$ cat src/rtl/eth_pkg.sv
// Shared Ethernet framing constants and the transmit sequencer state type.
package eth_pkg;

   localparam logic [7:0]  ETH_PREAMBLE    = 8'h55;
   localparam logic [7:0]  ETH_SFD         = 8'hD5;
   localparam int          ETH_PRE_CNT     = 7;

   localparam logic [31:0] CRC32_POLY_REFL = 32'hEDB88320;
   localparam logic [31:0] CRC32_INIT      = 32'hFFFFFFFF;
   localparam logic [31:0] CRC32_RESIDUE   = 32'hDEBB20E3;

   localparam int          IFG_CYC_FAST    = 48;
   localparam int          IFG_CYC_SLOW    = 480;

   typedef enum logic [2:0] {
      ST_IDLE,
      ST_PRE,
      ST_SFD,
      ST_PAY,
      ST_PAD,
      ST_FCS,
      ST_IFG
   } tx_state_t;

endpackage

$ cat src/rtl/eth_crc32_d8.sv
// Byte-wide reflected CRC-32 step; shared between transmit and receive paths.
module eth_crc32_d8
   import eth_pkg::*;
(
   input  logic [31:0] crc_in,
   input  logic [7:0]  data_in,
   output logic [31:0] crc_out
);

   // Fold the byte in LSB first, one polynomial step per bit.
   always_comb begin
      crc_out = crc_in ^ {24'h000000, data_in};
      for (int i = 0; i < 8; i++) begin
         crc_out = crc_out[0] ? ((crc_out >> 1) ^ CRC32_POLY_REFL) : (crc_out >> 1);
      end
   end

endmodule

$ cat src/rtl/rmii_tx_frame_ctrl.sv
// Frame sequencer: preamble, SFD, buffered payload, zero pad, FCS, then IFG.
module rmii_tx_frame_ctrl
   import eth_pkg::*;
#(
   parameter int ADDR_W  = 11,
   parameter int MIN_LEN = 60
) (
   input  logic              clk,
   input  logic              rst,
   input  logic              fast_eth,
   input  logic              frame_req,
   input  logic [ADDR_W-1:0] frame_len,
   output logic              frame_ack,
   output logic              frame_done,
   output logic              busy,
   output logic              rd_en,
   output logic [ADDR_W-1:0] rd_addr,
   input  logic [7:0]        rd_data,
   output logic              tx_start,
   output logic [7:0]        tx_data,
   input  logic              tx_rdy
);

   localparam logic [ADDR_W:0] MIN_CNT = (ADDR_W+1)'(MIN_LEN);

   tx_state_t         state;
   logic [ADDR_W-1:0] len;
   logic [ADDR_W-1:0] cnt;
   logic              fast;
   logic              rd_valid;
   logic              buf_full;
   logic [7:0]        pay_buf;
   logic [31:0]       crc;
   logic [31:0]       crc_next;
   logic [31:0]       fcs;
   logic [8:0]        ifg_cnt;
   logic              ifg_counting;
   logic              handover;
   logic [ADDR_W:0]   next_cnt;
   logic [ADDR_W:0]   len_ext;

   assign handover = tx_start & tx_rdy;
   assign next_cnt = {1'b0, cnt} + (ADDR_W+1)'(1);
   assign len_ext  = {1'b0, len};
   assign fcs      = ~crc;

   eth_crc32_d8 u_crc (
      .crc_in  (crc),
      .data_in (tx_data),
      .crc_out (crc_next)
   );

   // Whole frame sequence; byte 0 is prefetched during SFD so payload streams without gaps.
   always_ff @(posedge clk or posedge rst) begin
      if (rst) begin
         state        <= ST_IDLE;
         len          <= '0;
         cnt          <= '0;
         fast         <= 1'b0;
         rd_valid     <= 1'b0;
         buf_full     <= 1'b0;
         pay_buf      <= 8'h00;
         crc          <= CRC32_INIT;
         ifg_cnt      <= '0;
         ifg_counting <= 1'b0;
         frame_ack    <= 1'b0;
         frame_done   <= 1'b0;
         busy         <= 1'b0;
         rd_en        <= 1'b0;
         rd_addr      <= '0;
         tx_start     <= 1'b0;
         tx_data      <= 8'h00;
      end else begin
         frame_ack  <= 1'b0;
         frame_done <= 1'b0;
         rd_en      <= 1'b0;
         rd_valid   <= rd_en;
         case (state)
            ST_IDLE: begin
               busy <= 1'b0;
               if (frame_req) begin
                  frame_ack    <= 1'b1;
                  busy         <= 1'b1;
                  len          <= frame_len;
                  fast         <= fast_eth;
                  crc          <= CRC32_INIT;
                  cnt          <= '0;
                  buf_full     <= 1'b0;
                  ifg_counting <= 1'b0;
                  tx_start     <= 1'b1;
                  tx_data      <= ETH_PREAMBLE;
                  state        <= ST_PRE;
               end
            end
            ST_PRE: begin
               if (handover) begin
                  if (cnt == ADDR_W'(ETH_PRE_CNT - 1)) begin
                     cnt     <= '0;
                     tx_data <= ETH_SFD;
                     state   <= ST_SFD;
                     if (len != '0) begin
                        rd_en   <= 1'b1;
                        rd_addr <= '0;
                     end
                  end else begin
                     cnt <= next_cnt[ADDR_W-1:0];
                  end
               end
            end
            ST_SFD: begin
               if (handover) begin
                  if (len == '0) begin
                     tx_data <= 8'h00;
                     state   <= ST_PAD;
                  end else begin
                     state <= ST_PAY;
                     if (buf_full) begin
                        tx_data  <= pay_buf;
                        buf_full <= 1'b0;
                     end else if (rd_valid) begin
                        tx_data <= rd_data;
                     end else begin
                        tx_start <= 1'b0;
                     end
                  end
               end else if (rd_valid) begin
                  pay_buf  <= rd_data;
                  buf_full <= 1'b1;
               end
            end
            ST_PAY: begin
               if (handover) begin
                  crc <= crc_next;
                  cnt <= next_cnt[ADDR_W-1:0];
                  if (next_cnt == len_ext) begin
                     if (next_cnt >= MIN_CNT) begin
                        tx_data <= ~crc_next[7:0];
                        cnt     <= '0;
                        state   <= ST_FCS;
                     end else begin
                        tx_data <= 8'h00;
                        state   <= ST_PAD;
                     end
                  end else begin
                     tx_start <= 1'b0;
                     rd_en    <= 1'b1;
                     rd_addr  <= next_cnt[ADDR_W-1:0];
                  end
               end else if (rd_valid) begin
                  tx_data  <= rd_data;
                  tx_start <= 1'b1;
               end
            end
            ST_PAD: begin
               if (handover) begin
                  crc <= crc_next;
                  cnt <= next_cnt[ADDR_W-1:0];
                  if (next_cnt >= MIN_CNT) begin
                     tx_data <= ~crc_next[7:0];
                     cnt     <= '0;
                     state   <= ST_FCS;
                  end
               end
            end
            ST_FCS: begin
               if (handover) begin
                  cnt <= next_cnt[ADDR_W-1:0];
                  case (cnt[1:0])
                     2'd0:    tx_data <= fcs[15:8];
                     2'd1:    tx_data <= fcs[23:16];
                     2'd2:    tx_data <= fcs[31:24];
                     default: begin
                        tx_start     <= 1'b0;
                        ifg_counting <= 1'b0;
                        state        <= ST_IFG;
                     end
                  endcase
               end
            end
            ST_IFG: begin
               if (!ifg_counting) begin
                  if (tx_rdy) begin
                     ifg_counting <= 1'b1;
                     ifg_cnt      <= fast ? 9'(IFG_CYC_FAST - 1) : 9'(IFG_CYC_SLOW - 1);
                  end
               end else if (ifg_cnt == 9'd1) begin
                  frame_done <= 1'b1;
                  state      <= ST_IDLE;
               end else begin
                  ifg_cnt <= ifg_cnt - 9'd1;
               end
            end
            default: state <= ST_IDLE;
         endcase
      end
   end

endmodule

$ cat config.mk
export PLATFORM = sky130hd
export DESIGN_NAME = rmii_tx_frame_ctrl
export DESIGN_NICKNAME = d
export VERILOG_FILES = /design/src/rtl/eth_pkg.sv /design/src/rtl/eth_crc32_d8.sv /design/src/rtl/rmii_tx_frame_ctrl.sv
export SDC_FILE = /design/constraint.sdc
export NUM_CORES = 1
export LEC_CHECK = 0
export ABC_AREA = 1
export CAP_MARGIN = 20
export CORE_MARGIN = 5
export CORE_UTILIZATION = 30
export CTS_CLUSTER_DIAMETER = 100
export DETAILED_ROUTE_END_ITERATION = 8
export GPL_TIMING_DRIVEN = 0
export RECOVER_POWER = 25
export SLEW_MARGIN = 20
export SYNTH_ARGS = -nofsm -noshare
export SYNTH_HDL_FRONTEND = slang
export SYNTH_SLANG_ARGS = --single-unit
$ cat constraint.sdc
create_clock -name clk -period 3.06 [get_ports clk]
set_input_delay 0.612 -clock clk [delete_from_list [all_inputs] [get_ports clk]]
set_output_delay 0.612 -clock clk [all_outputs]
set_load 0.02 [all_outputs]
* Word level (Yosys, flattened, before mapping)
Index checks and enable logic that the tools add are counted.
** Storage, ports and cells
- Logic and storage cells :: 183
- Flip-flop bits (word level) :: 102
- Input port bits :: 24
- Output and inout port bits :: 24
** Cells by class
- Order comparisons :: 1
- Add/sub/neg operators :: 2
- Reductions and logical operators :: 25
- Bitwise logic cells :: 13
- Eq/ne operators :: 36
- Muxes and demuxes :: 89
** Operator list (number)
- $mux 32 :: 10
- $mux 11 :: 13
- $not 13->14 :: 8
- $mux 8 :: 13
- $pmux 32 s2 :: 1
- $pmux 11 s5 :: 1
- $pmux 8 s6 :: 1
- $mux 3 :: 13
- $mux 9 :: 4
- $ne 2x2->1 const B :: 18
- $not 32->32 :: 1
- $xor 32x8->32 :: 1
- $mux 1 :: 26
- $pmux 8 s3 :: 1
- $pmux 11 s2 :: 1
- $pmux 3 s7 :: 1
- $reduce_and 10->1 :: 2
- $ne 3x3->1 const B :: 5
- $add 11x1->12 const B :: 1
- $eq 12x11->1 :: 1
- $ge 12x6->1 const B :: 1
- $reduce_and 12->1 :: 1
- $reduce_and 6->1 :: 2
- $eq 11x3->1 const B :: 1
- other kinds (29) :: 39

* Depth between registers and ports, before layout
- Depth in word-level cells :: 22
- Mapped depth :: 18
- Depth with buffers taken out :: 17

* By module
A second synthesis with hierarchy kept.
** Unflattened totals
- Cell total of the unflattened synthesis :: 1040
- Area total of the unflattened synthesis :: 7114.3 um2
** Modules (own cells, without submodules)
- rmii_tx_frame_ctrl :: times used 1, seq. area each 2592.5 um2, area each 5908.2 um2, cells each 807
- eth_crc32_d8 :: times used 1, seq. area each 0.0 um2, area each 1206.2 um2, cells each 233

* Worst setup path after synthesis
Ideal clock, no wire load.
- Kind :: register to register
- Start :: register cnt[0]
- End :: register rd_addr[0]
- Data arrival time :: 2.049 ns
- Buffers on the path :: 1
- Setup time :: 0.117 ns
- Period minus slack after synthesis :: 2.166 ns
- Cell stages (with the launch flop) :: 16
- Setup slack :: 0.894 ns
- Required time :: 2.943 ns
- Cells stage by stage :: dfrtp_1 inv_2 ha_1 xnor2_1 nand2_1 nor2_1 nand2_1 nor2_1 nand2_1 nor2_2 nand2_2 nand2_2 nand2_2 buf_2 nand3_1 nand2_1
** Between the ends
- Longest elaborated chain between the ends :: 4
- Elaborated cells between the ends (all ways) :: 9
- Classes of those cells :: add/sub: 1; eq/ne: 4; mux: 3; reduce/logical: 1
** RTL lines
- start, declared :: line rmii_tx_frame_ctrl.sv:28 : logic [ADDR_W-1:0] cnt;
- start signal, assigned :: line rmii_tx_frame_ctrl.sv:106 : cnt <= next_cnt[ADDR_W-1:0];
- start signal, assigned :: line rmii_tx_frame_ctrl.sv:134 : cnt <= next_cnt[ADDR_W-1:0];
- start signal, assigned :: line rmii_tx_frame_ctrl.sv:157 : cnt <= next_cnt[ADDR_W-1:0];
- $add 11x1->12 :: line rmii_tx_frame_ctrl.sv:43 : assign next_cnt = {1'b0, cnt} + (ADDR_W+1)'(1);
- $eq 12x11->1 or $mux 11 (tied branches) :: line rmii_tx_frame_ctrl.sv:135 : if (next_cnt == len_ext) begin
- $ne 2x2->1 (no line) or $mux 11 (tied branches)
- $reduce_and 6->1 (no line) or $pmux 11 s2 (tied branches)
- end signal, assigned :: line rmii_tx_frame_ctrl.sv:147 : rd_addr <= next_cnt[ADDR_W-1:0];
- end, declared :: line rmii_tx_frame_ctrl.sv:17 : output logic [ADDR_W-1:0] rd_addr,
Parallel ways exist; a longest one is shown, timed or not. The select of a mux whose other input is x is not followed.
A chain may end at the register's enable or synchronous reset.

* Worst setup path in the final report
- Start :: register cnt[1]
- End :: register tx_data[0]
** Between the ends
- Longest elaborated chain between the ends :: 6
- Elaborated cells between the ends (all ways) :: 18
- Classes of those cells :: add/sub: 1; order compare: 1; eq/ne: 8; mux: 6; reduce/logical: 2
** RTL lines
- $add 11x1->12 :: line rmii_tx_frame_ctrl.sv:43
- $ge 12x6->1 :: line rmii_tx_frame_ctrl.sv:136, rmii_tx_frame_ctrl.sv:158
- $mux 8 :: line rmii_tx_frame_ctrl.sv:136 : if (next_cnt >= MIN_CNT) begin
- $mux 8 :: line rmii_tx_frame_ctrl.sv:135
- $mux 8 :: line rmii_tx_frame_ctrl.sv:132 : if (handover) begin
- $pmux 8 s6 :: line rmii_tx_frame_ctrl.sv:78 : case (state)
- end signal, assigned :: line rmii_tx_frame_ctrl.sv:137 : tx_data <= ~crc_next[7:0];
- end signal, assigned :: line rmii_tx_frame_ctrl.sv:150 : tx_data <= rd_data;
- end signal, assigned :: line rmii_tx_frame_ctrl.sv:159 : tx_data <= ~crc_next[7:0];
- end, declared :: line rmii_tx_frame_ctrl.sv:20 : output logic [7:0] tx_data,
Parallel ways exist; a longest one is shown, timed or not. The select of a mux whose other input is x is not followed.

==> run metrics <==
M1 wire length=9550 um; Post-synth EDFFs=0; CP Cell Sequence=inv_1 > ha_1 > xnor2_1 > nand2_1 > nor2_1 > nand2_1 > nor2_1 > nand2_1 > nor2_2 > nand2_2 > nand2_2 > nand2_2 > nand2_1 > o21ai_1; met2 WL=8660 um; Core Footprint=22400 um^2; Post-Syn Area=6770 um^2; flops & latches, synth=102; WL final=19400 um; post-synthesis async set-or-reset flop share=100%; Rows=55; setup tns final=0 ns; Top Metal Used=met4; post-synthesis xor/xnor area fraction=7.48%; Rel. slew slack=0.185%; Initial DRT Pass Iterations=5; mux cell area share after synthesis=0%; Synth top area share=25.9%; CTS root buf=clkbuf_16; CP max stage cell=dfrtp_1; first-pass GRT wire length=31600 um; I/O pin count=48; FILL cells=2437; DPL Wire Length=15000 um; Clock Power Share=13.7%; final worst-path cycle share=89.9%; status=finished with violations; worst vdd ir=386 uV; P_int=0.00424 W; syn_area_per_cell=6.89 um^2; GR Overflow Total=0; CTS clk-pin slew, worst paths=0.07 ns; leading area contributor after synthesis=dfrtp_1; largest fanout on the critical path=9; FMAX=364 MHz; post-route ant nets=0; sequential element share of the synthesized area=38.3%; Pins Over Slew Limit=0; Adder-Cell Fraction of Synth Area=1.29%; Cells after Synth=983; CTS Buf Count=9; Nets=1075; clk_lat worst skew=0.36 ns; Die Width=160 um; die height=160 um; Flop pwr share=26.6%; met3 routed WL=891 um; max_cap viols=2; Synth Area in Compound Gates=11.2%; Hold Path Class=register to register; Synth cell types=39; Sw Ratio=49.8%; Slew @ Worst Pin=1.50 ns; simple-gate portion of the synthesized area=33.5%; minimum clock period=2.75 ns; Clock Tree Buf Depth=2; Post-Syn Nets=1014; fin util=35.3%; max incr delay on CP=0.58 ns; top cells by count, synth=nand2_1 (334), inv_1 (119), nand3_1 (72); Primary FF master, synth=dfrtp_1; drt via density=4.77; CP most frequent cell=nand2_1; Antenna Cells=0; most common cell in the netlist=nand2_1; GPL Wtd Cong=0.897; GR Util All Layers=15.1%; largest net degree at the start of global routing=33; CP required=3.30 ns; Routed wire per std cell=14.6 um; routed via count=6354; Setup CP Type=register to register; Synth area leaders=dfrtp_1 (26%), nand2_1 (19%), dfstp_2 (12%), inv_1 (6.6%), xor2_1 (5.7%); Final Hold Vio Count=0; P&R area growth vs syn=16.9%; Crit path arrival time=2.99 ns; layout cells sized above 1=9.26%; Worst Clk Skew=0.00971 ns; RSZ-0062 raised after global routing=no; pwr dens=1070 nW/um^2; Net Sw Power=0.00421 W; critical path startpoint category=register; initial antenna violation count=0; largest family of logic cells by synthesized area=simple AND/OR/NAND/NOR gates; CTS sink count=102; Setup WS post-layout=0.310 ns; Logic pwr share=59.7%; # port buffers=47; static leakage=3.75 nW; Die ar.=25700 um^2; vias in the first global route=5988; crit end category=register; Buf/Inv on CP=1; Setup-failing EPs final=0; 1st-iter DRT viols=519; Synth Warn #=0; Worst path top cell family by delay=simple AND/OR/NAND/NOR gates; CTS tree=done; DRC=0; failing checks=capacitance limit; post-place setup slack=0.221 ns; H-tree lvl count=3; Total Power=0.00845 W; Initial Util=30.2%
-- power groups by stage --
| stage | sequential (W) | clock [W] | combinational, W |
|---|---|---|---|
| after global placement | 0.00226 | 0 | 0.00492 |
| final | 0.00225 | 0.00116 | 0.00505 |
| after global routing | 0.00230 | 0.00124 | 0.00559 |
| after floorplan | 0.00223 | 0 | 0.00371 |
| after CTS | 0.00225 | 0.00120 | 0.00501 |
| after detailed placement | 0.00226 | 0 | 0.00498 |
-- sequential cells by signal (all words and copies together) (netlist names), 3 cells and up --
signal   cells
state        3
rd_addr     11
crc         32
tx_data      8
ifg_cnt      9
cnt         11
pay_buf      8
len         11
-- layout by cell type, fill, tap and decap left out, types with 2 or more instances in the layout --
cell type,netlist,layout
inv_2,8,8
clkdlybuf4s50_1,0,46
o22ai_1,19,19
o21ai_0,59,59
nor2_2,13,13
nand3_1,72,72
nor4_1,3,2
nor3_1,6,6
dfstp_2,32,32
o2111ai_1,4,4
clkbuf_16,0,9
clkinv_1,2,2
ha_1,7,7
nand2_2,9,9
clkbuf_1,13,14
xnor2_1,12,12
a21oi_1,32,32
o21ai_1,8,8
xor2_1,44,44
clkinv_2,0,2
buf_2,3,3
and2_1,4,4
clkinvlp_4,0,2
inv_1,119,118
nor2_1,70,70
nand4_1,12,12
nand3_2,4,4
dfrtp_1,70,69
nand2_1,334,334
a22oi_1,7,7
nand3b_1,2,2
or2_2,4,4
-- per-layer routing --
| metal | GRT usage (%) | up-vias |
|---|---|---|
| met2 | 24.0 | 156 |
| met5 | 0 | - |
| met1 | 21.2 | 2917 |
| met3 | 2.12 | 23 |
| li1 | - | 3258 |
| met4 | 4.77 | 0 |
-- cell families (layout without fill, tap and decap cells) --
logic type / after synthesis / in the layout
compound gates: 135 / 135
xor+xnor: 57 / 57
fa+ha+maj: 7 / 7
buf+inv: 146 / 211
flops: 102 / 102
simple gates: 536 / 536
-- repair_timing --
action	CTS	global route
gates resized for setup	0	2
setup endpoints to repair	0	23
hold buffers	0	0
buffers inserted	0	0
-- worst reg2reg max path, cell delays in order, from the launching register on --
cell,delay (ns)
dfrtp_1,0.58
inv_1,0.12
ha_1,0.49
xnor2_1,0.16
nand2_1,0.06
nor2_1,0.12
nand2_1,0.07
nor2_1,0.08
nand2_1,0.06
nor2_2,0.24
nand2_2,0.13
nand2_2,0.17
nand2_2,0.17
nand2_1,0.11
o21ai_1,0.06
-- stage by stage --
step | std cells | area [um^2] | hold slack (ns)
after floorplan | 983 | 6780 | 0.443
after global placement | 1315 | 7600 | 0.363
after detailed placement | 1318 | 7660 | 0.368
after CTS | 1333 | 7950 | 0.379
after global routing | 1333 | 7920 | 0.394
final | 1333 | 7920 | 0.374
-- area by class of cell --
class / count / area [um^2] / share of cell area (%)
buffer: 17 / 75.1 / 0.948
clock buffer: 9 / 225 / 2.84
sequential: 102 / 2590 / 32.7
timing repair buffer: 50 / 492 / 6.21
inverter: 129 / 485 / 6.13
clock inverter: 6 / 63.8 / 0.806
multi-input combinational: 735 / 3630 / 45.8
tap: 285 / 357 / 4.50
-- worst paths after layout --
check / startpoint / endpoint / slack, ns / cells after the start
min: rd_en$_DFF_PP0_ / rd_valid$_DFF_PP0_ / 0.37 / 0
max in group asynchronous: rst / len[4]$_DFFE_PP0P_ / 0.55 / 3
min in group asynchronous: rst / ifg_cnt[2]$_DFFE_PP0P_ / 0.74 / 2
max reg2reg: cnt[1]$_DFFE_PP0P_ / tx_data[0]$_DFFE_PP0P_ / 0.31 / 14
max: cnt[1]$_DFFE_PP0P_ / tx_data[0]$_DFFE_PP0P_ / 0.31 / 14
min reg2reg: rd_en$_DFF_PP0_ / rd_valid$_DFF_PP0_ / 0.37 / 0
(Power assumes the default switching activity.)
